[src/rtl/watch_set_ctrl_if.sv]
// rtl/watch_set_ctrl_if.sv - button inputs and set-mode outputs of the watch control stage
interface watch_set_ctrl_if;
  logic       btn_mode;
  logic       btn_sel;
  logic       btn_up;
  logic       btn_down;
  logic       sw_setting;
  logic       sec_up;
  logic       sec_down;
  logic       min_up;
  logic       min_down;
  logic       hour_up;
  logic       hour_down;
  logic [1:0] o_field;

  modport master (
    output btn_mode, btn_sel, btn_up, btn_down,
    input  sw_setting, sec_up, sec_down, min_up, min_down, hour_up, hour_down, o_field
  );

  modport slave (
    input  btn_mode, btn_sel, btn_up, btn_down,
    output sw_setting, sec_up, sec_down, min_up, min_down, hour_up, hour_down, o_field
  );
endinterface

[src/rtl/watch_set_ctrl.sv]
// rtl/watch_set_ctrl.sv - button sync/debounce, run/set FSM and field up/down strobes with auto-repeat
module watch_set_ctrl #(
  parameter int DB_CYCLES     = 1_000_000,
  parameter int REPEAT_DELAY  = 50_000_000,
  parameter int REPEAT_PERIOD = 10_000_000
) (
  input  logic             clk,
  input  logic             reset,
  watch_set_ctrl_if.slave  bus
);
  localparam int DBW = $clog2(DB_CYCLES) + 1;
  localparam int RDW = $clog2(REPEAT_DELAY) + 1;
  localparam int RPW = $clog2(REPEAT_PERIOD) + 1;

  typedef enum logic [1:0] {RUN = 2'd0, SET_SEC = 2'd1, SET_MIN = 2'd2, SET_HOUR = 2'd3} state_t;

  // Bit order of the button vectors: 0 mode, 1 sel, 2 up, 3 down
  logic [3:0]     w_raw;
  logic [3:0]     r_sync1, r_sync2, r_db, r_db_d, r_evt;
  logic [DBW-1:0] r_db_cnt [4];

  state_t         r_state, w_next;
  logic           r_sw;
  logic [5:0]     r_strobe, w_strobe;
  logic           r_rpt_on, r_rpt_first, r_rpt_dir;
  logic [RDW-1:0] r_dly_cnt;
  logic [RPW-1:0] r_per_cnt;
  logic           w_rpt_arm, w_rpt_clr, w_rpt_fire, w_rpt_dir, w_held;

  assign w_raw = {bus.btn_down, bus.btn_up, bus.btn_sel, bus.btn_mode};

  always_ff @(posedge clk or posedge reset) begin
    if (reset) begin
      r_sync1 <= '0;
      r_sync2 <= '0;
      r_db    <= '0;
      r_db_d  <= '0;
      r_evt   <= '0;
      for (int i = 0; i < 4; i++) r_db_cnt[i] <= '0;
    end else begin
      r_sync1 <= w_raw;
      r_sync2 <= r_sync1;
      for (int i = 0; i < 4; i++) begin
        if (r_sync2[i] == r_db[i]) begin
          r_db_cnt[i] <= '0;
        end else if (r_db_cnt[i] == DBW'(DB_CYCLES - 1)) begin
          r_db[i]     <= r_sync2[i];
          r_db_cnt[i] <= '0;
        end else begin
          r_db_cnt[i] <= r_db_cnt[i] + 1'b1;
        end
      end
      r_db_d <= r_db;
      r_evt  <= r_db & ~r_db_d;
    end
  end

  function automatic logic [5:0] f_strobe(input state_t s, input logic dir);
    case (s)
      SET_SEC:  f_strobe = dir ? 6'b000010 : 6'b000001;
      SET_MIN:  f_strobe = dir ? 6'b001000 : 6'b000100;
      SET_HOUR: f_strobe = dir ? 6'b100000 : 6'b010000;
      default:  f_strobe = 6'b000000;
    endcase
  endfunction

  assign w_held = r_rpt_dir ? r_db[3] : r_db[2];

  // Priority chain: mode, then sel, then up/down, then the running auto-repeat
  always_comb begin
    w_next     = r_state;
    w_strobe   = '0;
    w_rpt_arm  = 1'b0;
    w_rpt_clr  = 1'b0;
    w_rpt_fire = 1'b0;
    w_rpt_dir  = r_rpt_dir;
    if (r_evt[0]) begin
      w_next    = (r_state == RUN) ? SET_SEC : RUN;
      w_rpt_clr = 1'b1;
    end else if (r_evt[1]) begin
      w_rpt_clr = 1'b1;
      case (r_state)
        SET_SEC:  w_next = SET_MIN;
        SET_MIN:  w_next = SET_HOUR;
        SET_HOUR: w_next = SET_SEC;
        default:  w_next = RUN;
      endcase
    end else if (r_evt[2] && r_evt[3]) begin
      w_rpt_clr = 1'b1;
    end else if ((r_evt[2] || r_evt[3]) && r_state != RUN) begin
      w_strobe  = f_strobe(r_state, r_evt[3]);
      w_rpt_arm = 1'b1;
      w_rpt_dir = r_evt[3];
    end else if (r_rpt_on) begin
      if (r_state == RUN || (r_db[2] && r_db[3]) || !w_held) begin
        w_rpt_clr = 1'b1;
      end else if (r_rpt_first ? (r_dly_cnt == RDW'(REPEAT_DELAY - 1))
                               : (r_per_cnt == RPW'(REPEAT_PERIOD - 1))) begin
        w_strobe   = f_strobe(r_state, r_rpt_dir);
        w_rpt_fire = 1'b1;
      end
    end
  end

  always_ff @(posedge clk or posedge reset) begin
    if (reset) begin
      r_state     <= RUN;
      r_sw        <= 1'b0;
      r_strobe    <= '0;
      r_rpt_on    <= 1'b0;
      r_rpt_first <= 1'b0;
      r_rpt_dir   <= 1'b0;
      r_dly_cnt   <= '0;
      r_per_cnt   <= '0;
    end else begin
      r_state  <= w_next;
      r_sw     <= (w_next != RUN);
      r_strobe <= w_strobe;
      if (w_rpt_clr) begin
        r_rpt_on <= 1'b0;
      end else if (w_rpt_arm) begin
        r_rpt_on    <= 1'b1;
        r_rpt_first <= 1'b1;
        r_rpt_dir   <= w_rpt_dir;
        r_dly_cnt   <= '0;
        r_per_cnt   <= '0;
      end else if (r_rpt_on) begin
        if (w_rpt_fire) begin
          r_rpt_first <= 1'b0;
          r_dly_cnt   <= '0;
          r_per_cnt   <= '0;
        end else if (r_rpt_first) begin
          r_dly_cnt <= r_dly_cnt + 1'b1;
        end else begin
          r_per_cnt <= r_per_cnt + 1'b1;
        end
      end
    end
  end

  assign bus.sw_setting = r_sw;
  assign bus.o_field    = r_state;
  assign bus.sec_up     = r_strobe[0];
  assign bus.sec_down   = r_strobe[1];
  assign bus.min_up     = r_strobe[2];
  assign bus.min_down   = r_strobe[3];
  assign bus.hour_up    = r_strobe[4];
  assign bus.hour_down  = r_strobe[5];
endmodule

[src/flat_wrapper.sv]
// flat-port wrapper written by rule: the top's interface ports become plain ports
module watch_set_ctrl_flat 
#(
  parameter int DB_CYCLES     = 1_000_000,
  parameter int REPEAT_DELAY  = 50_000_000,
  parameter int REPEAT_PERIOD = 10_000_000
)
  (clk, reset, bus_btn_mode, bus_btn_sel, bus_btn_up, bus_btn_down, bus_sw_setting, bus_sec_up, bus_sec_down, bus_min_up, bus_min_down, bus_hour_up, bus_hour_down, bus_o_field);
  watch_set_ctrl_if bus_i ();
  input  logic clk;
  input  logic reset;
  input wire logic [$bits(bus_i.btn_mode)-1:0] bus_btn_mode;
  input wire logic [$bits(bus_i.btn_sel)-1:0] bus_btn_sel;
  input wire logic [$bits(bus_i.btn_up)-1:0] bus_btn_up;
  input wire logic [$bits(bus_i.btn_down)-1:0] bus_btn_down;
  output wire logic [$bits(bus_i.sw_setting)-1:0] bus_sw_setting;
  output wire logic [$bits(bus_i.sec_up)-1:0] bus_sec_up;
  output wire logic [$bits(bus_i.sec_down)-1:0] bus_sec_down;
  output wire logic [$bits(bus_i.min_up)-1:0] bus_min_up;
  output wire logic [$bits(bus_i.min_down)-1:0] bus_min_down;
  output wire logic [$bits(bus_i.hour_up)-1:0] bus_hour_up;
  output wire logic [$bits(bus_i.hour_down)-1:0] bus_hour_down;
  output wire logic [$bits(bus_i.o_field)-1:0] bus_o_field;
  assign bus_i.btn_mode = bus_btn_mode;
  assign bus_i.btn_sel = bus_btn_sel;
  assign bus_i.btn_up = bus_btn_up;
  assign bus_i.btn_down = bus_btn_down;
  assign bus_sw_setting = bus_i.sw_setting;
  assign bus_sec_up = bus_i.sec_up;
  assign bus_sec_down = bus_i.sec_down;
  assign bus_min_up = bus_i.min_up;
  assign bus_min_down = bus_i.min_down;
  assign bus_hour_up = bus_i.hour_up;
  assign bus_hour_down = bus_i.hour_down;
  assign bus_o_field = bus_i.o_field;
  watch_set_ctrl #(.DB_CYCLES(DB_CYCLES), .REPEAT_DELAY(REPEAT_DELAY), .REPEAT_PERIOD(REPEAT_PERIOD)) u_core (.clk(clk), .reset(reset), .bus(bus_i));
endmodule
[config.mk]
export PLATFORM = sky130hd
export DESIGN_NAME = watch_set_ctrl_flat
export DESIGN_NICKNAME = d
export VERILOG_FILES = /design/src/rtl/watch_set_ctrl_if.sv /design/src/rtl/watch_set_ctrl.sv /design/src/flat_wrapper.sv
export SDC_FILE = /design/constraint.sdc
export NUM_CORES = 1
export LEC_CHECK = 0
export ABC_AREA = 1
export ABC_CLOCK_PERIOD_IN_PS = 10350
export CAP_MARGIN = 10
export CORE_AREA = 2 2 131 133
export CTS_CLUSTER_SIZE = 12
export DETAILED_ROUTE_END_ITERATION = 6
export DIE_AREA = 0 0 133 135
export PLACE_DENSITY_LB_ADDON = 0.15
export RECOVER_POWER = 50
export SLEW_MARGIN = 20
export SYNTH_ARGS = -nofsm -noshare
export SYNTH_HDL_FRONTEND = slang
export SYNTH_SLANG_ARGS = --single-unit
[constraint.sdc]
create_clock -name clk -period 10.35 [get_ports clk]
set_input_delay 1.035 -clock clk [delete_from_list [all_inputs] [get_ports clk]]
set_output_delay 1.035 -clock clk [all_outputs]
set_load 0.1 [all_outputs]
After elaboration in Yosys (flattened, before gate mapping)
Index checks and enable logic that the tools add are counted.
- bits in registers: 168
- bits of input ports: 6
- reductions and logical operators: 22
- $add $sub $neg: 6
- bitwise gates (word level): 10
- multiplexer cells: 59
- equality and inequality tests: 14
- operators by type and width (operator ; number):
    $mux 21 ; 8
    $mux 27 ; 4
    $mux 25 ; 4
    $add 21x1->21 const B ; 4
    $eq 21x20->1 const B ; 4
    $mux 6 ; 9
    $pmux 6 s3 ; 2
    $add 27x1->27 const B ; 1
    $eq 27x26->1 const B ; 1
    $add 25x1->25 const B ; 1
    $eq 25x24->1 const B ; 1
    $mux 1 ; 25
    $reduce_bool 2->1 ; 5
    $reduce_and 3->1 ; 3
    $mux 2 ; 4
    $mux 4 ; 2
    $not 1->1 ; 8
    $reduce_and 2->1 ; 4
    $pmux 2 s3 ; 1
    $reduce_and 6->1 ; 1
    $and 4x4->4 ; 1
    $eq 1x1->1 ; 4
    $eq 2x2->1 const B ; 2
    $not 4->4 ; 1
    7 further kinds ; 11

Depth between registers and ports, before layout
Gate-level depths: netlist (run 1).
- depth in word-level cells: 12
- depth in mapped cells: 15
- depth with buffers taken out: 15

Worst setup path after synthesis (run 1)
No wires, ideal clock.
- path kind: flip-flop to flip-flop
- start: reg u_core.r_state[1] (netlist: u_core.bus.o_field[1])
- end: reg u_core.r_dly_cnt[8]
- clock period less this slack: 2694 ps
- arrival time: 2566 ps
- setup slack: 7656 ps
- cell stages (with the launch flop): 14
- data required time: 10222 ps
- path buffers: 1
- path through: dfrtp_1 > inv_1 > ha_1 > inv_1 > o21ai_2 > inv_1 > nand2_4 > nand2_2 > nand3_4 > nor2_8 > inv_4 > nand2_4 > buf_4 > o22ai_2
- longest elaborated chain between the ends: 12
- elaborated cells between the ends (all ways): 28
- those cells by class: mux: 19; bitwise: 1; reduce/logical: 8
- RTL lines (item ; RTL line ; text):
    from (decl) ; watch_set_ctrl.sv:22 ; state_t r_state, w_next;
    from (signal assigned) ; watch_set_ctrl.sv:116 ; r_state <= w_next;
    $logic_not 2->1 ; watch_set_ctrl.sv:95 ; if (r_state == RUN || (r_db[2] && r_db[3]) || !w_held) begin
    $logic_or 1x1->1 (2 in series) ; watch_set_ctrl.sv:95 ;
    $mux 1 ; watch_set_ctrl.sv:95 ;
    $mux 1 ; watch_set_ctrl.sv:94 ; end else if (r_rpt_on) begin
    $mux 1 ; watch_set_ctrl.sv:90 ; end else if ((r_evt[2] || r_evt[3]) && r_state != RUN) begin
    $mux 1 ; watch_set_ctrl.sv:88 ; end else if (r_evt[2] && r_evt[3]) begin
    $mux 1 ; watch_set_ctrl.sv:80 ; end else if (r_evt[1]) begin
    $mux 1 ; watch_set_ctrl.sv:77 ; if (r_evt[0]) begin
    $mux 27 ; watch_set_ctrl.sv:128 ; if (w_rpt_fire) begin
    $mux 27 ; watch_set_ctrl.sv:127 ; end else if (r_rpt_on) begin
    $mux 27 ; watch_set_ctrl.sv:121 ; end else if (w_rpt_arm) begin
    to (signal assigned) ; watch_set_ctrl.sv:133 ; r_dly_cnt <= r_dly_cnt + 1'b1;
    to (decl) ; watch_set_ctrl.sv:26 ; logic [RDW-1:0] r_dly_cnt;
Parallel ways exist; a longest one is shown, timed or not. The select of a mux whose other input is x is not followed.
A chain may end at the register's enable or synchronous reset.

==> results of run 1 <==
==> power groups by stage <==
stage	clock (mW)	combinational (mW)	sequential [mW]
after floorplan	0	0.0222	0.677
after global placement	0	0.0317	0.678
after detailed placement	0	0.0323	0.678
after CTS	0.621	0.0326	0.666
after global routing	0.651	0.0365	0.666
final	0.608	0.0302	0.666
==> placed cells by master (no fill, tap or decap), drive strengths merged <==
| master | Yosys | layout |
|---|---|---|
| inv | 170 | 173 |
| dfrtp | 168 | 168 |
| nor2 | 162 | 162 |
| nand2 | 158 | 158 |
| nand3 | 70 | 70 |
| a21oi | 48 | 48 |
| xor2 | 47 | 47 |
| nor3 | 46 | 46 |
| o21ai | 41 | 41 |
| nand4 | 38 | 38 |
| nor4 | 24 | 24 |
| clkbuf | 0 | 18 |
| xnor2 | 11 | 11 |
| o22ai | 10 | 10 |
| ha | 10 | 10 |
| clkdlybuf4s50 | 0 | 9 |
| a31oi | 7 | 7 |
| nor3b | 7 | 7 |
| o31ai | 7 | 7 |
| clkinv | 2 | 6 |
| o21a | 5 | 5 |
| dlygate4sd3 | 0 | 5 |
| or2 | 5 | 5 |
| clkinvlp | 0 | 5 |
| a211oi | 4 | 4 |
| and3 | 2 | 2 |
| mux2i | 2 | 2 |
| nand3b | 1 | 1 |
| o221a | 1 | 1 |
| and2 | 1 | 1 |
| o21bai | 1 | 1 |
| a41oi | 1 | 1 |
| mux2 | 1 | 1 |
| bufinv | 0 | 1 |
| buf | 9 | 1 |
==> final timing paths <==
path / startpoint / end / slack, ps / depth (start not counted)
min reg2reg: u_core.r_sync1[0] / u_core.r_sync2[0] / 350 / 0
min: u_core.r_sync1[0] / u_core.r_sync2[0] / 350 / 0
max in group clk: u_core.bus.o_field[0] / bus_o_field[0] / 7300 / 1
max: reset / u_core.r_db[1] / 5780 / 3
min in group asynchronous: reset / u_core.r_strobe[1] / 2340 / 2
max reg2reg: u_core.bus.o_field[1] / u_core.r_rpt_first / 7440 / 11
==> routing by layer <==
layer  routed length (um)  vias up
met1                 8600     3261
met4                  225        0
li1                     -     3519
met5                    0        -
met2                 8190       84
met3                  450       18
==> layout make-up <==
cell class / instances / area (um^2) / share of cell area, %
clock buffers: 18 / 439 / 4.48
clock inverters: 13 / 123 / 1.25
inverters: 172 / 654 / 6.67
multi-input cells: 710 / 3970 / 40.4
flip-flops and latches: 168 / 4200 / 42.9
well taps: 220 / 275 / 2.81
repair buffers: 15 / 148 / 1.51
==> metrics by stage <==
stage | utilization [%] | cells | setup WS (ps) | power [mW] | instance area, um^2
2_1_floorplan | - | 1059 | 4770 | 0.700 | 8980
3_5_place_dp | 56.7 | 1285 | 7180 | 0.710 | 9310
6_report | 59.8 | 1316 | 5780 | 1.30 | 9810
4_1_cts | 60.2 | 1316 | 7280 | 1.32 | 9870
3_3_place_gp | 56.7 | 1285 | 7170 | 0.710 | 9310
5_1_grt | 59.8 | 1316 | 4930 | 1.35 | 9810
==> cells in the mapped netlist, types with 5 or more instances <==
master     n
nand2_2    8
nor3_1    39
xor2_1    47
nor3_2     6
ha_1      10
nand2_1  146
nor2_2     8
nand3_2    9
o21ai_1    8
nor3b_1    6
dfrtp_1  168
o21a_1     5
xnor2_1   11
nand4_1   36
nand3_1   59
nor4_1    22
a31oi_1    7
inv_1    166
nor2_1   149
o21ai_0   32
a21oi_1   48
o22ai_2   10
==> logic make-up after synthesis <==
| family | count (synthesis) | synth area share, % |
|---|---|---|
| and+or+nand+nor | 514 | 28.7 |
| buffers and inverters | 181 | 8.39 |
| DFF | 168 | 46.8 |
| AOI/OAI and AO/OA | 125 | 8.75 |
| xor gates and xnor gates | 58 | 5.66 |
| adders and majority gates | 10 | 1.39 |
| muxes | 3 | 0.348 |
==> critical path, stage by stage <==
cell and delay (ps):
dlygate4sd3_1 540, clkinvlp_2 2350, buf_4 990
==> sequential cells by signal, indices dropped and copies added, names as in the netlist <==
signal,count
u_core.r_evt,4
u_core.bus.o_field,2
u_core.r_db,4
u_core.r_strobe,6
u_core.r_sync1,4
u_core.r_db_cnt,84
u_core.bus.sw_setting,1
u_core.r_sync2,4
u_core.r_rpt_dir,1
u_core.r_rpt_on,1
u_core.r_per_cnt,25
u_core.r_rpt_first,1
u_core.r_db_d,4
u_core.r_dly_cnt,27
==> results.json, run 1 <==
{
  "ys_top_cells_by_area": "dfrtp_1, inv_1, nor2_1, nand2_1, xor2_1",
  "htree_levels": 4,
  "grt_start_max_net_pins": 99,
  "synth-edff-count": 0,
  "cp.arrival_ps": 5000,
  "rsz0062_at_grt": "no",
  "grt_pass1_vias": 6649,
  "crit_fanout": 98,
  "routed_wl_mm": 17.5,
  "die_h_um": 135,
  "required_ps": 10780,
  "cts_root_buffer": "clkbuf_16",
  "setup_violations": 0,
  "num_rows": 47,
  "numCtsBuffers": 17,
  "drc": 0,
  "num_antenna_cells": 0,
  "clockPowerShare_pct": 46.6,
  "area_delta_synth_final_pct": 9.21,
  "synth_seq_cells": 168,
  "use_met3_pct": 3.68,
  "status": "finished, violations left",
  "fin_crit_sh_pct": 44.1,
  "synth_area_per_cell_um2": 8.48,
  "grtUsageMet1_pct": 28.3,
  "p_int_mw": 1.01,
  "nets": 1100,
  "via_count": 6882,
  "worst_hold_slack_ps": 349,
  "synthDistinctLibCells": 54,
  "yosys_warnings": 0,
  "initial_core_util_pct": 54.7,
  "clk_pin_slew_worst_paths_ps": 60,
  "power_frac_comb_pct": 2.3,
  "use_met2_pct": 34.1,
  "wire_per_inst_um": 13.3,
  "dieArea_mm2": 0.0180,
  "firstDrtPassIters": 5,
  "synth.top_cell.area_share_pct": 46.8,
  "p_seq_share_pct": 51.1,
  "drive_gt1_share_pct": 8.85,
  "leakage_nw": 4.25,
  "dp_hpwl_mm": 12.2,
  "switching_share_pct": 22.7,
  "fmax_mhz": 219,
  "drtIter0Drc": 368,
  "port_buffers": 14,
  "fin_skew_ps": 10.9,
  "ctsResizeCount": 0,
  "num_io_pins": 15,
  "place_congestion": 0.854,
  "hold_violations": 0,
  "cts.path.max_buffers": 2,
  "switchingPower_uw": 297,
  "start_kind": "primary input",
  "violations": "max-capacitance violations, max-slew violations",
  "core_mm2": 0.0164,
  "slew_headroom_pct": -181,
  "ys_seq_area_share_pct": 46.8,
  "cts_setup_buffers": 0,
  "via_per_inst": 5.23,
  "clk_latency_ps": 420,
  "setup-tns-final_ps": 0,
  "ctsHoldBuffers": 0,
  "synthCells": 1059,
  "grt_pass1_wl_mm": 30.2,
  "worst_setup_path_end_kind": "async pin",
  "slew_violations": 99,
  "top_usage_layer": "met2",
  "hp-class": "reg2reg",
  "fin_crit_ps": 4570,
  "cts_tree": "done",
  "tightest_slew_ps": 4190,
  "power_density_mw_per_mm2": 133,
  "grt_usage_pct": 20.7,
  "grt_overflow_total": 0,
  "syn_nets": 1075,
  "maxCapViolCount": 1,
  "n_fill_cell": 1440,
  "ant_nets": 0,
  "synth_top_area_cell": "dfrtp_1",
  "antenna_found_initial": 0,
  "ys_dominant_reg_cell": "dfrtp_1",
  "die_x_um": 133,
  "netlist_area_mm2": 0.00898,
  "clock_sinks": 168,
  "synthArstFlopShare_pct": 100,
  "peakVddDrop_v": 0.000119,
  "critPathKind": "in2async"
}
No activity file was read; power rests on OpenSTA's default activity.
==> run 2: changes to the inputs <==
--- a/config.mk
+++ b/config.mk
@@ -6,7 +6,7 @@
 export NUM_CORES = 1
 export LEC_CHECK = 0
 export ABC_AREA = 1
-export ABC_CLOCK_PERIOD_IN_PS = 10350
+export ABC_CLOCK_PERIOD_IN_PS = 4000
 export CAP_MARGIN = 10
 export CORE_AREA = 2 2 131 133
 export CTS_CLUSTER_SIZE = 12
==> constraint.sdc (replaced) <==
create_clock -name clk -period 4 [get_ports clk]
set_input_delay 0.4 -clock clk [delete_from_list [all_inputs] [get_ports clk]]
set_output_delay 0.4 -clock clk [all_outputs]
set_load 0.1 [all_outputs]
==> run 2 against run 1 <==
- the run still ends with max-capacitance violations, max-slew violations left
- worst setup slack worse by 4700 ps
- global-route usage up 0.69 points
- final area up 0.68%
- clock skew down 3.1 ps
- non-clock buffer count up 3
==> results.json, run 2 (same netlist as run 1, synthesis figures left out) <==
{
  "setup_violations": 0,
  "core_mm2": 0.0164,
  "violations": "max-capacitance violations, max-slew violations",
  "nets": 1103,
  "status": "finished, violations left",
  "dieArea_mm2": 0.0180,
  "crit_top_cell": "inv_1",
  "routed_wl_mm": 17.6,
  "clock_sinks": 168,
  "antenna_found_initial": 0,
  "initial_core_util_pct": 54.7,
  "via_per_inst": 5.22,
  "clk_pin_slew_worst_paths_ps": 70,
  "fin_skew_ps": 7.76,
  "wire_per_inst_um": 13.3,
  "maxCapViolCount": 2,
  "die_h_um": 135,
  "grtUsageMet1_pct": 28.8,
  "slew_violations": 41,
  "cp_slowest_cell": "inv_1",
  "clk_latency_ps": 430,
  "use_met2_pct": 35.4,
  "rsz0062_at_grt": "no",
  "drive_gt1_share_pct": 9.55,
  "num_antenna_cells": 0,
  "port_buffers": 14,
  "cts.path.max_buffers": 2,
  "place_congestion": 0.853,
  "cts_setup_buffers": 0,
  "use_met3_pct": 4.02,
  "top_register": "u_core.r_db_cnt",
  "n_fill_cell": 1434,
  "power_density_mw_per_mm2": 346,
  "ctsHoldBuffers": 0,
  "required_ps": 4280,
  "worst_setup_path_end_kind": "register",
  "hp-class": "reg2reg",
  "start_kind": "register",
  "num_io_pins": 15,
  "layout_common_cells": "dfrtp_1, inv_1, nor2_1",
  "grt_pass1_wl_mm": 31.2,
  "grt_start_max_net_pins": 54,
  "leakage_nw": 4.29,
  "fmax_mhz": 338,
  "cp_cell_sequence": "inv_1 -> ha_1 -> inv_1 -> o21ai_0 -> inv_1 -> nor3_1 -> nand3_2 -> nand2_2 -> nand2_4 -> inv_1 -> o21ai_0",
  "cp.arrival_ps": 3230,
  "num_rows": 47,
  "cts_root_buffer": "clkbuf_16",
  "cts_tree": "done",
  "numCtsBuffers": 17,
  "reg_top3": "u_core.r_db_cnt x84, u_core.r_dly_cnt x27, u_core.r_per_cnt x25",
  "setup-tns-final_ps": 0,
  "fin_crit_ps": 2950,
  "grt_pass1_vias": 6662,
  "die_x_um": 133,
  "layout_commonest_cell": "dfrtp_1",
  "slew_headroom_pct": -12.2,
  "crit_path_max_incr_delay_ps": 620,
  "drtIter0Drc": 345,
  "grt_usage_pct": 21.4,
  "peakVddDrop_v": 0.000303,
  "hold_violations": 0,
  "htree_levels": 4,
  "ctsResizeCount": 0,
  "dp_hpwl_mm": 12.5,
  "critPathKind": "reg2reg",
  "crit_fanout": 30,
  "via_count": 6886,
  "place_area_mm2": 0.00934,
  "area_delta_synth_final_pct": 9.95,
  "dp.cells": 1288,
  "top_usage_layer": "met2",
  "fin_crit_sh_pct": 73.9,
  "final_cells": 1320,
  "reg2reg_setup_slack_ps": 1050,
  "drc": 0,
  "grt_overflow_total": 0,
  "tightest_slew_ps": 1670,
  "ant_nets": 0,
  "firstDrtPassIters": 4,
  "final_area_mm2": 0.00988,
  "largest_register_ffs": 84
}
## run 2: cell types whose count changed in the layout (fill, tap and decap cells not counted), moves of 3 or more
cell	change
clkinvlp_4	-3
nor3_1	-4
nor3_2	+3
clkbuf_1	+3
## run 2: path summary, 6_finish.rpt
kind,startpoint,to,depth (start not counted)
setup / recovery,u_core.bus.o_field[1],u_core.r_rpt_first,11
hold / removal,u_core.r_sync1[1],u_core.r_sync2[1],0
setup reg to reg,u_core.bus.o_field[1],u_core.r_rpt_first,11
hold reg to reg,u_core.r_sync1[1],u_core.r_sync2[1],0
max in group asynchronous,reset,u_core.r_db_cnt[81],3
min in group asynchronous,reset,u_core.r_strobe[2],2
## run 2: power by group
group,internal [mW],switching (mW)
sequential,1.71,0.0102
combinational,0.0183,0.0602
clock,0.889,0.723
total,2.62,0.793
## run 2: area by class of cell
type | instances | area [um^2] | share of cell area [%]
inverters | 172 | 654 | 6.63
repair buffers | 18 | 156 | 1.58
clock inverters | 14 | 133 | 1.34
clock buffers | 18 | 439 | 4.45
flip-flops and latches | 168 | 4200 | 42.6
multi-input cells | 710 | 4010 | 40.6
well taps | 220 | 275 | 2.79
## run 2: metal layers
| layer | vias to the layer above | routed length (um) |
|---|---|---|
| li1 | 3527 | - |
| met1 | 3259 | 8490 |
| met2 | 80 | 8400 |
| met3 | 20 | 452 |
| met4 | 0 | 241 |
| met5 | - | 0 |
## run 2: through the flow
| stage | utilization [%] | total power [mW] | setup slack [ps] | hold slack, ps |
|---|---|---|---|---|
| 2_1_floorplan | - | 1.81 | 1310 | 331 |
| 3_3_place_gp | 57.0 | 1.84 | 1390 | 332 |
| 3_5_place_dp | 57.0 | 1.84 | 1220 | 336 |
| 4_1_cts | 60.4 | 3.46 | 1180 | 351 |
| 5_1_grt | 60.2 | 3.54 | 528 | 355 |
| 6_report | 60.2 | 3.41 | 1050 | 348 |
## run 2: critical path, delay by kind of cell (launching register included)
| kind | cells | cell delay, ps |
|---|---|---|
| AOI/OAI and AO/OA | 2 | 380 |
| DFF | 1 | 410 |
| adders and majority gates | 1 | 190 |
| and+or+nand+nor | 4 | 830 |
| buffers and inverters | 4 | 990 |
==> run 3: changes to the inputs <==
--- a/config.mk
+++ b/config.mk
@@ -6,7 +6,7 @@
 export NUM_CORES = 1
 export LEC_CHECK = 0
 export ABC_AREA = 1
-export ABC_CLOCK_PERIOD_IN_PS = 4000
+export ABC_CLOCK_PERIOD_IN_PS = 2900
 export CAP_MARGIN = 10
 export CORE_AREA = 2 2 131 133
 export CTS_CLUSTER_SIZE = 12
==> constraint.sdc (replaced) <==
create_clock -name clk -period 2.9 [get_ports clk]
set_input_delay 0.29 -clock clk [delete_from_list [all_inputs] [get_ports clk]]
set_output_delay 0.29 -clock clk [all_outputs]
set_load 0.1 [all_outputs]
==> run 3 against run 2 <==
- the flow now finishes without violations
- routed wire length fell by 0.74%
- fmax increased by 24%
- power increased by 38%
- combinational power rose by 44%
- sequential power rose by 38%
- utilization is 0.14 points higher
- global-route usage decreased by 0.38 points
- critical path depth up 1
- sequential cell count unchanged
- critical endpoint is now u_core.r_per_cnt[3]
- largest cell class unchanged
==> results.json, run 3 (same netlist as run 1, synthesis figures left out) <==
{
  "dieArea_mm2": 0.0180,
  "cpLargestDelayFamily": "buffers and inverters",
  "die_h_um": 135,
  "peakVddDrop_v": 0.000406,
  "critPathKind": "reg2reg",
  "crit_path_max_incr_delay_ps": 410,
  "antenna_found_initial": 0,
  "status": "completed",
  "start_kind": "register",
  "dr_wl_met2_mm": 7.93,
  "r2r-start": "u_core.bus.o_field[1]",
  "cts_setup_buffers": 0,
  "reg2reg_depth": 12,
  "layout_commonest_cell": "dfrtp_1",
  "slew_headroom_pct": 18.2,
  "fin_skew_ps": 10.9,
  "fin_util_pct": 60.3,
  "min_path_cells": 0,
  "grt_pass1_wl_mm": 30.5,
  "grt_start_max_net_pins": 93,
  "worst_setup_path_end_kind": "register",
  "cp_slowest_cell": "dfrtp_1",
  "die_x_um": 133,
  "worstHoldEndpoint": "u_core.r_sync2[1]",
  "num_io_pins": 15,
  "tightest_slew_ps": 1230,
  "crit_fanout": 30,
  "maxCapViolCount": 0,
  "reg2reg_setup_slack_ps": 510,
  "power_density_mw_per_mm2": 474,
  "critPathBufInv": 5,
  "firstDrtPassIters": 5,
  "slew_violations": 0,
  "cts_tree": "done",
  "drtIter0Drc": 387,
  "crit_top_cell": "inv_1",
  "via_per_inst": 5.18,
  "place_congestion": 0.849,
  "fin_crit_ps": 2390,
  "ctsHoldBuffers": 0,
  "htree_levels": 4,
  "largest_register_ffs": 84,
  "core_mm2": 0.0164,
  "initial_core_util_pct": 54.7,
  "clk_pin_slew_worst_paths_ps": 60,
  "setup-tns-final_ps": 0,
  "fin_crit_sh_pct": 82.3,
  "drive_gt1_share_pct": 10.8,
  "top_register": "u_core.r_db_cnt",
  "hold_violations": 0,
  "routed_wl_mm": 17.5,
  "grt_overflow_total": 0,
  "dr.max_layer_used": "met4",
  "ctsResizeCount": 0,
  "hp-start": "u_core.r_sync1[1]",
  "setup_violations": 0,
  "area_delta_synth_final_pct": 10.2,
  "reg_top3": "u_core.r_db_cnt x84, u_core.r_dly_cnt x27, u_core.r_per_cnt x25",
  "cp_cell_sequence": "inv_1 -> ha_1 -> inv_1 -> o21ai_2 -> inv_1 -> nor3_1 -> nand3_2 -> nand2_2 -> nand2_4 -> inv_1 -> buf_4 -> o31ai_1",
  "m1WireLength_mm": 8.85,
  "num_rows": 47,
  "dp_hpwl_mm": 12.3,
  "rsz0062_at_grt": "no",
  "leakage_nw": 4.32,
  "numCtsBuffers": 17,
  "cts.path.max_buffers": 2,
  "clock_sinks": 168,
  "via_count": 6838,
  "wire_per_inst_um": 13.2,
  "nets": 1104,
  "clk_latency_ps": 430,
  "hp-class": "reg2reg",
  "required_ps": 3200,
  "cts_root_buffer": "clkbuf_16",
  "route.met3.wl_um": 484,
  "cp.arrival_ps": 2690,
  "fmax_mhz": 419,
  "drc": 0,
  "grt_usage_pct": 21.0,
  "port_buffers": 14,
  "ant_nets": 0,
  "layout_common_cells": "dfrtp_1, inv_1, nor2_1",
  "num_antenna_cells": 0,
  "grt_pass1_vias": 6454,
  "r2r-end": "u_core.r_per_cnt[3]"
}
## run 3: cell types whose count changed in the layout (fill, tap and decap cells not counted), moves of 2 or more
cell             change
buf_4               +12
clkdlybuf4s50_1      -9
clkinv_2             -3
clkinv_4             +3
inv_8                -2
## run 3: per-layer routing
layer	global-route usage (%)	vias to the layer above
met5	0	-
met4	6.57	0
met3	4.20	17
met2	32.7	79
met1	29.8	3206
li1	-	3536
## run 3: layout make-up
cell class	instances	area (um^2)
clock buffers	21	460
repair buffers	19	168
clock inverters	11	113
multi-input cells	710	4030
fillers	1469	6510
flip-flops and latches	168	4200
well taps	220	275
inverters	172	654
## run 3: worst max-delay path by stage
stage	startpoint	end	cells after the start
global placement	u_core.bus.o_field[1]	u_core.r_per_cnt[3]	12
CTS	u_core.bus.o_field[1]	u_core.r_per_cnt[3]	12
finish	u_core.bus.o_field[1]	u_core.r_per_cnt[3]	12
detailed placement	u_core.bus.o_field[1]	u_core.r_per_cnt[3]	12
global route	u_core.bus.o_field[1]	u_core.r_dly_cnt[23]	12
floorplan	u_core.bus.o_field[1]	u_core.r_dly_cnt[8]	13
## run 3: stage by stage
stage | hold WS (ps) | total power, mW | cell area, um^2 | setup WS [ps] | std cells
3_5_place_dp | 338 | 2.54 | 9340 | 503 | 1289
5_1_grt | 354 | 4.87 | 9900 | 285 | 1321
2_1_floorplan | 321 | 2.50 | 8990 | 206 | 1059
4_1_cts | 209 | 4.76 | 9910 | 505 | 1321
3_3_place_gp | 341 | 2.54 | 9340 | 580 | 1289
6_report | 353 | 4.69 | 9900 | 514 | 1321
## run 3: report_power, final
part | leakage (nW) | total (mW) | switching (mW) | internal, mW
registers | 2.32 | 2.38 | 0.0148 | 2.36
clock network | 0.279 | 2.20 | 0.960 | 1.24
logic | 1.72 | 0.113 | 0.0842 | 0.0290
total | 4.32 | 4.69 | 1.06 | 3.64
